File: config.mk
export PLATFORM = sky130hd
export DESIGN_NAME = twop_rf_fifo_ctrl
export DESIGN_NICKNAME = d
export VERILOG_FILES = /design/src/rtl/twop_rf_fifo_ctrl.sv
export SDC_FILE = /design/constraint.sdc
export NUM_CORES = 1
export LEC_CHECK = 0
export ABC_AREA = 1
export BUFFER_PORTS_ARGS = -buffer_cell sky130_fd_sc_hd__buf_2
export CELL_PAD_IN_SITES_DETAIL_PLACEMENT = 0
export CELL_PAD_IN_SITES_GLOBAL_PLACEMENT = 1
export CORE_MARGIN = 2
export CORE_UTILIZATION = 35
export CTS_CLUSTER_DIAMETER = 30
export DETAILED_ROUTE_END_ITERATION = 10
export PLACE_DENSITY = 0.74
export SETUP_SLACK_MARGIN = 0.02
export SYNTH_ARGS = -nofsm -noshare
export SYNTH_HDL_FRONTEND = slang
export SYNTH_SLANG_ARGS = --single-unit
File: constraint.sdc
create_clock -name clk -period 5.2 [get_ports clk]
set_input_delay 0 -clock clk [delete_from_list [all_inputs] [get_ports clk]]
set_output_delay 0 -clock clk [all_outputs]
set_load 0.05 [all_outputs]
File: src/rtl/twop_rf_fifo_ctrl.sv
// Stream FIFO controller over a two-port register file with a registered read port.
// Reads are issued ahead of demand into a 3-entry buffer so the consumer sees full throughput.
module twop_rf_fifo_ctrl #(
    parameter int DW = 32,
    parameter int AW = 7
) (
    input  logic          clk,
    input  logic          rst_n,
    input  logic          flush_i,
    input  logic          push_valid_i,
    input  logic [DW-1:0] push_data_i,
    output logic          push_ready_o,
    output logic          pop_valid_o,
    output logic [DW-1:0] pop_data_o,
    input  logic          pop_ready_i,
    output logic [AW:0]   count_o,
    output logic          rf_we_o,
    output logic [AW-1:0] rf_wr_addr_o,
    output logic [DW-1:0] rf_wdata_o,
    output logic          rf_re_o,
    output logic [AW-1:0] rf_rd_addr_o,
    input  logic [DW-1:0] rf_rdata_i
);

    localparam logic [AW:0] DEPTH_V = (AW+1)'(2**AW);

    logic [AW:0]   wr_ptr, rd_ptr, rf_cnt;
    logic [AW:0]   wr_ptr_nx, rd_ptr_nx, count_nx;
    logic          rd_pend, rd_pend_nx;
    logic [1:0]    head, tail, buf_cnt, buf_cnt_nx;
    logic [DW-1:0] buf_mem [0:2];
    logic [AW:0]   count_q;
    logic          rf_empty, push_fire, pop_fire, rd_fire, capture;

    function automatic logic [1:0] inc3(input logic [1:0] p);
        return (p == 2'd2) ? 2'd0 : p + 2'd1;
    endfunction

    assign rf_cnt       = wr_ptr - rd_ptr;
    assign rf_empty     = (wr_ptr == rd_ptr);
    assign push_ready_o = (rf_cnt != DEPTH_V);
    assign push_fire    = push_valid_i & push_ready_o & ~flush_i;

    // Prefetch looks only at registered occupancy, so pop_ready_i never reaches rf_re_o.
    assign rd_fire  = ~rf_empty & (({1'b0, buf_cnt} + {2'b00, rd_pend}) < 3'd3) & ~flush_i;
    assign capture  = rd_pend & ~flush_i;

    assign pop_valid_o = (buf_cnt != 2'd0);
    assign pop_data_o  = buf_mem[head];
    assign pop_fire    = pop_valid_o & pop_ready_i & ~flush_i;

    assign rf_we_o      = push_fire;
    assign rf_wr_addr_o = wr_ptr[AW-1:0];
    assign rf_wdata_o   = push_data_i;
    assign rf_re_o      = rd_fire;
    assign rf_rd_addr_o = rd_ptr[AW-1:0];
    assign count_o      = count_q;

    always_comb begin
        wr_ptr_nx  = wr_ptr;
        rd_ptr_nx  = rd_ptr;
        rd_pend_nx = 1'b0;
        buf_cnt_nx = buf_cnt;
        if (flush_i) begin
            wr_ptr_nx  = '0;
            rd_ptr_nx  = '0;
            buf_cnt_nx = '0;
        end else begin
            if (push_fire)
                wr_ptr_nx = wr_ptr + 1'b1;
            if (rd_fire)
                rd_ptr_nx = rd_ptr + 1'b1;
            rd_pend_nx = rd_fire;
            case ({capture, pop_fire})
                2'b10:   buf_cnt_nx = buf_cnt + 2'd1;
                2'b01:   buf_cnt_nx = buf_cnt - 2'd1;
                default: buf_cnt_nx = buf_cnt;
            endcase
        end
        count_nx = (wr_ptr_nx - rd_ptr_nx) + (AW+1)'(rd_pend_nx) + (AW+1)'(buf_cnt_nx);
    end

    // Buffer storage is reset too so pop_data_o reads zero out of reset.
    always_ff @(posedge clk or negedge rst_n) begin
        if (!rst_n) begin
            wr_ptr  <= '0;
            rd_ptr  <= '0;
            rd_pend <= 1'b0;
            buf_cnt <= '0;
            head    <= '0;
            tail    <= '0;
            count_q <= '0;
            for (int i = 0; i < 3; i++)
                buf_mem[i] <= '0;
        end else begin
            wr_ptr  <= wr_ptr_nx;
            rd_ptr  <= rd_ptr_nx;
            rd_pend <= rd_pend_nx;
            buf_cnt <= buf_cnt_nx;
            count_q <= count_nx;
            if (flush_i) begin
                head <= '0;
                tail <= '0;
            end else begin
                if (capture) begin
                    buf_mem[tail] <= rf_rdata_i;
                    tail          <= inc3(tail);
                end
                if (pop_fire)
                    head <= inc3(head);
            end
        end
    end

endmodule
==> flow_summary.ini <==
[timing]
worst_pin_slew_ns = 0.8831
rsz0062_at_grt = false
setup_viol = 0
fin_worst_skew_ns = 0.01239
final.setup.tns_ns = 0
maxSlewViolCount = 0
fmax_mhz = 237.9
finalCriticalPeriod_ns = 4.203
hold_viol = 0
fin_crit_sh = 0.8083
maxSlewHeadroom = 0.4113

[yosys]
yosysWarningCount = 0
synth_top_cell_area_share = 0.4772
yosys_register_bits = 127
async_flop_share = 1.000
yosysTopAreaCell = dfrtp_1
synth_nets = 929
seq_area_frac_synth = 0.4772
synth_area_leaders = dfrtp_1 48%, nand2_1 13%, o21ai_0 8.0%
syn_area_per_cell_um2 = 7.986
netlist_area_um2 = 6660
post-synth-top-count-cell = nand2_1
synth-edff-count = 0
ys_types = 27
syn_inst = 834
synth_ff_type = dfrtp_1
synth_common_cells = 230 x nand2_1, 127 x dfrtp_1, 106 x o21ai_0, 93 x inv_1, 89 x nand3_1

[routing]
vias = 5370
wl_per_cell_um = 13.92
ant_nets = 0
drc = 0
dr.pass1.iters = 5
drt_iter0_drc = 310
vias_per_cell = 4.641
routed_wl_mm = 16.10

[die]
core_um2 = 18710
die_area_um2 = 20150
die_w_um = 141.9
initial_utilization = 0.3561
die_h_um = 141.9
io_pins = 159
rows = 50

[setup_path]
crit_fanout = 6
slowest_stage = fa_1
r2r_slack_ns = 1.0
end_kind = register
cpMostUsedCell = nand2_1
critPathKind = register to register
arrival_ns = 4.52
slowest_delay_ns = 0.59
required_ns = 5.51
worst_setup_path_start_kind = register

[cts]
ctsHtreeMaxLevel = 4
root_buffer = clkbuf_16
ctsResizeCount = 0
clock_sinks = 127
insertion_delay_ns = 0.42
tritoncts = yes
cts_buffer_depth = 2
numCtsBuffers = 17
clkTransAtPathRegs_ns = 0.06

[global_routing]
grt_pass1_vias = 5292
grt_pass1_wl_mm = 26.53
track_usage = 0.1672
antenna_found_initial = 0
grt_max_degree = 70
grt_overflow = 0

[power_and_ir_drop]
p_total_mw = 4.442
clkPwrFrac = 0.278
power_density_nw_per_um2 = 554.8
power.internal_mw = 2.621
power.leakage_nw = 4.179
swShare = 0.4098
seqPwrFrac = 0.352
switching_power_mw = 1.820
pwr-share-comb = 0.370
ir_worst_vdd_uv = 318.9

[placed_design]
routabilityCongestion = 0.8424
dp_hpwl_mm = 10.22
port_buffers = 94

[final_layout]
area_growth_pct = 20.20
layout-drive-gt1-share = 0.1603
antenna-diode-count = 0
finalNetCount = 1005

[hold_path]
min_path_type = input pin to primary output

[run_status]
outcome = finished, final reports clean

[flow_run]
max-cap-violations = 0
worst max-delay path, delay by kind of cell (launching register included):
family	cells	cell delay (ns)
DFF	1	0.38
and+or+nand+nor	17	1.25
buffers and inverters	6	0.40
AOI/OAI and AO/OA	5	0.85
adders and majority gates	3	1.22
per-layer routing:
layer	wire [um]	global-route usage	vias up	share of wire
li1	-	-	2771	-
met1	7746	0.2191	2478	0.48
met2	7485	0.2767	104	0.46
met3	618	0.03398	17	0.038
met4	250	0.05895	0	0.016
met5	0	0	-	0
power by group through the flow:
stage	logic (mW)	registers, mW	clock network, mW
floorplan	1.25	1.65	0
global placement	1.63	1.57	0
detailed placement	1.64	1.58	0
CTS	1.67	1.57	1.26
global route	1.83	1.62	1.30
finish	1.65	1.56	1.23
kinds of logic after synthesis:
kind of cell | count (synthesis) | synth area share
XOR/XNOR | 12 | 0.01578
flip-flops | 127 | 0.4772
AND/OR/NAND/NOR | 370 | 0.2367
AO/OA/AOI/OAI | 121 | 0.09187
adder cells (fa/ha/maj) | 26 | 0.05223
buffers and inverters | 178 | 0.1262
through the flow:
stage | cell area [um2] | util | hold slack, ns | setup WS, ns | cells
2_1_floorplan | 6660 | - | -0.2956 | 1.350 | 834
3_3_place_gp | 7029 | 0.3758 | 0.0003409 | 1.140 | 1089
3_5_place_dp | 7029 | 0.3758 | 0.0003409 | 1.052 | 1089
4_1_cts | 8005 | 0.4280 | 0.0003409 | 1.003 | 1157
5_1_grt | 8005 | 0.4280 | 0.00007186 | 0.4834 | 1157
6_report | 8005 | 0.4280 | 0.00001397 | 0.9971 | 1157
path summary, 6_finish.rpt:
kind	start	to	cells after the start
max in group asynchronous	rst_n	buf_mem[74]	3
min reg2reg	buf_mem[82]	buf_mem[82]	2
max	rd_ptr[5]	count_o[7]	31
min	push_data_i[9]	rf_wdata_o[9]	0
min in group asynchronous	rst_n	buf_mem[17]	2
max reg2reg	rd_ptr[5]	count_o[7]	31
layout by cell type (no fill, tap or decap), types with 3 or more instances in the layout:
| cell | netlist | layout |
|---|---|---|
| inv_1 | 93 | 93 |
| clkbuf_16 | 0 | 17 |
| bufinv_16 | 0 | 3 |
| clkinv_4 | 0 | 4 |
| fa_1 | 3 | 3 |
| nor2_1 | 26 | 24 |
| nand3_1 | 89 | 86 |
| dlygate4sd3_1 | 0 | 36 |
| xor2_1 | 10 | 10 |
| buf_2 | 0 | 93 |
| nor2_2 | 3 | 5 |
| o21ai_0 | 106 | 106 |
| buf_4 | 46 | 9 |
| ha_1 | 23 | 23 |
| dfrtp_1 | 127 | 127 |
| nand3_2 | 0 | 3 |
| nand4_1 | 5 | 5 |
| nand2_1 | 230 | 230 |
| nor3_1 | 6 | 6 |
| a21oi_1 | 11 | 11 |
| nand3b_1 | 3 | 3 |
timing repair:
item / CTS / global route
hold buffers: 36 / 0
endpoints found under the hold margin: 173 / 0
setup buffers: 0 / 0
layout make-up:
| cell class | count | area (um2) |
|---|---|---|
| clock buffers | 21 | 460.4 |
| multi-input cells | 529 | 2661 |
| fillers | 1899 | 10700 |
| well taps | 234 | 292.8 |
| inverters | 97 | 364.1 |
| clock inverters | 11 | 155.1 |
| repair buffers | 138 | 893.4 |
| flip-flops and latches | 127 | 3178 |
registers in the layout, summed over array words and instances (netlist names):
register / count
buf_cnt: 2
wr_ptr: 8
rd_ptr: 8
count_o: 8
tail: 2
buf_mem: 96
head: 2
rd_pend: 1
Power figures use the tool's default switching activity.
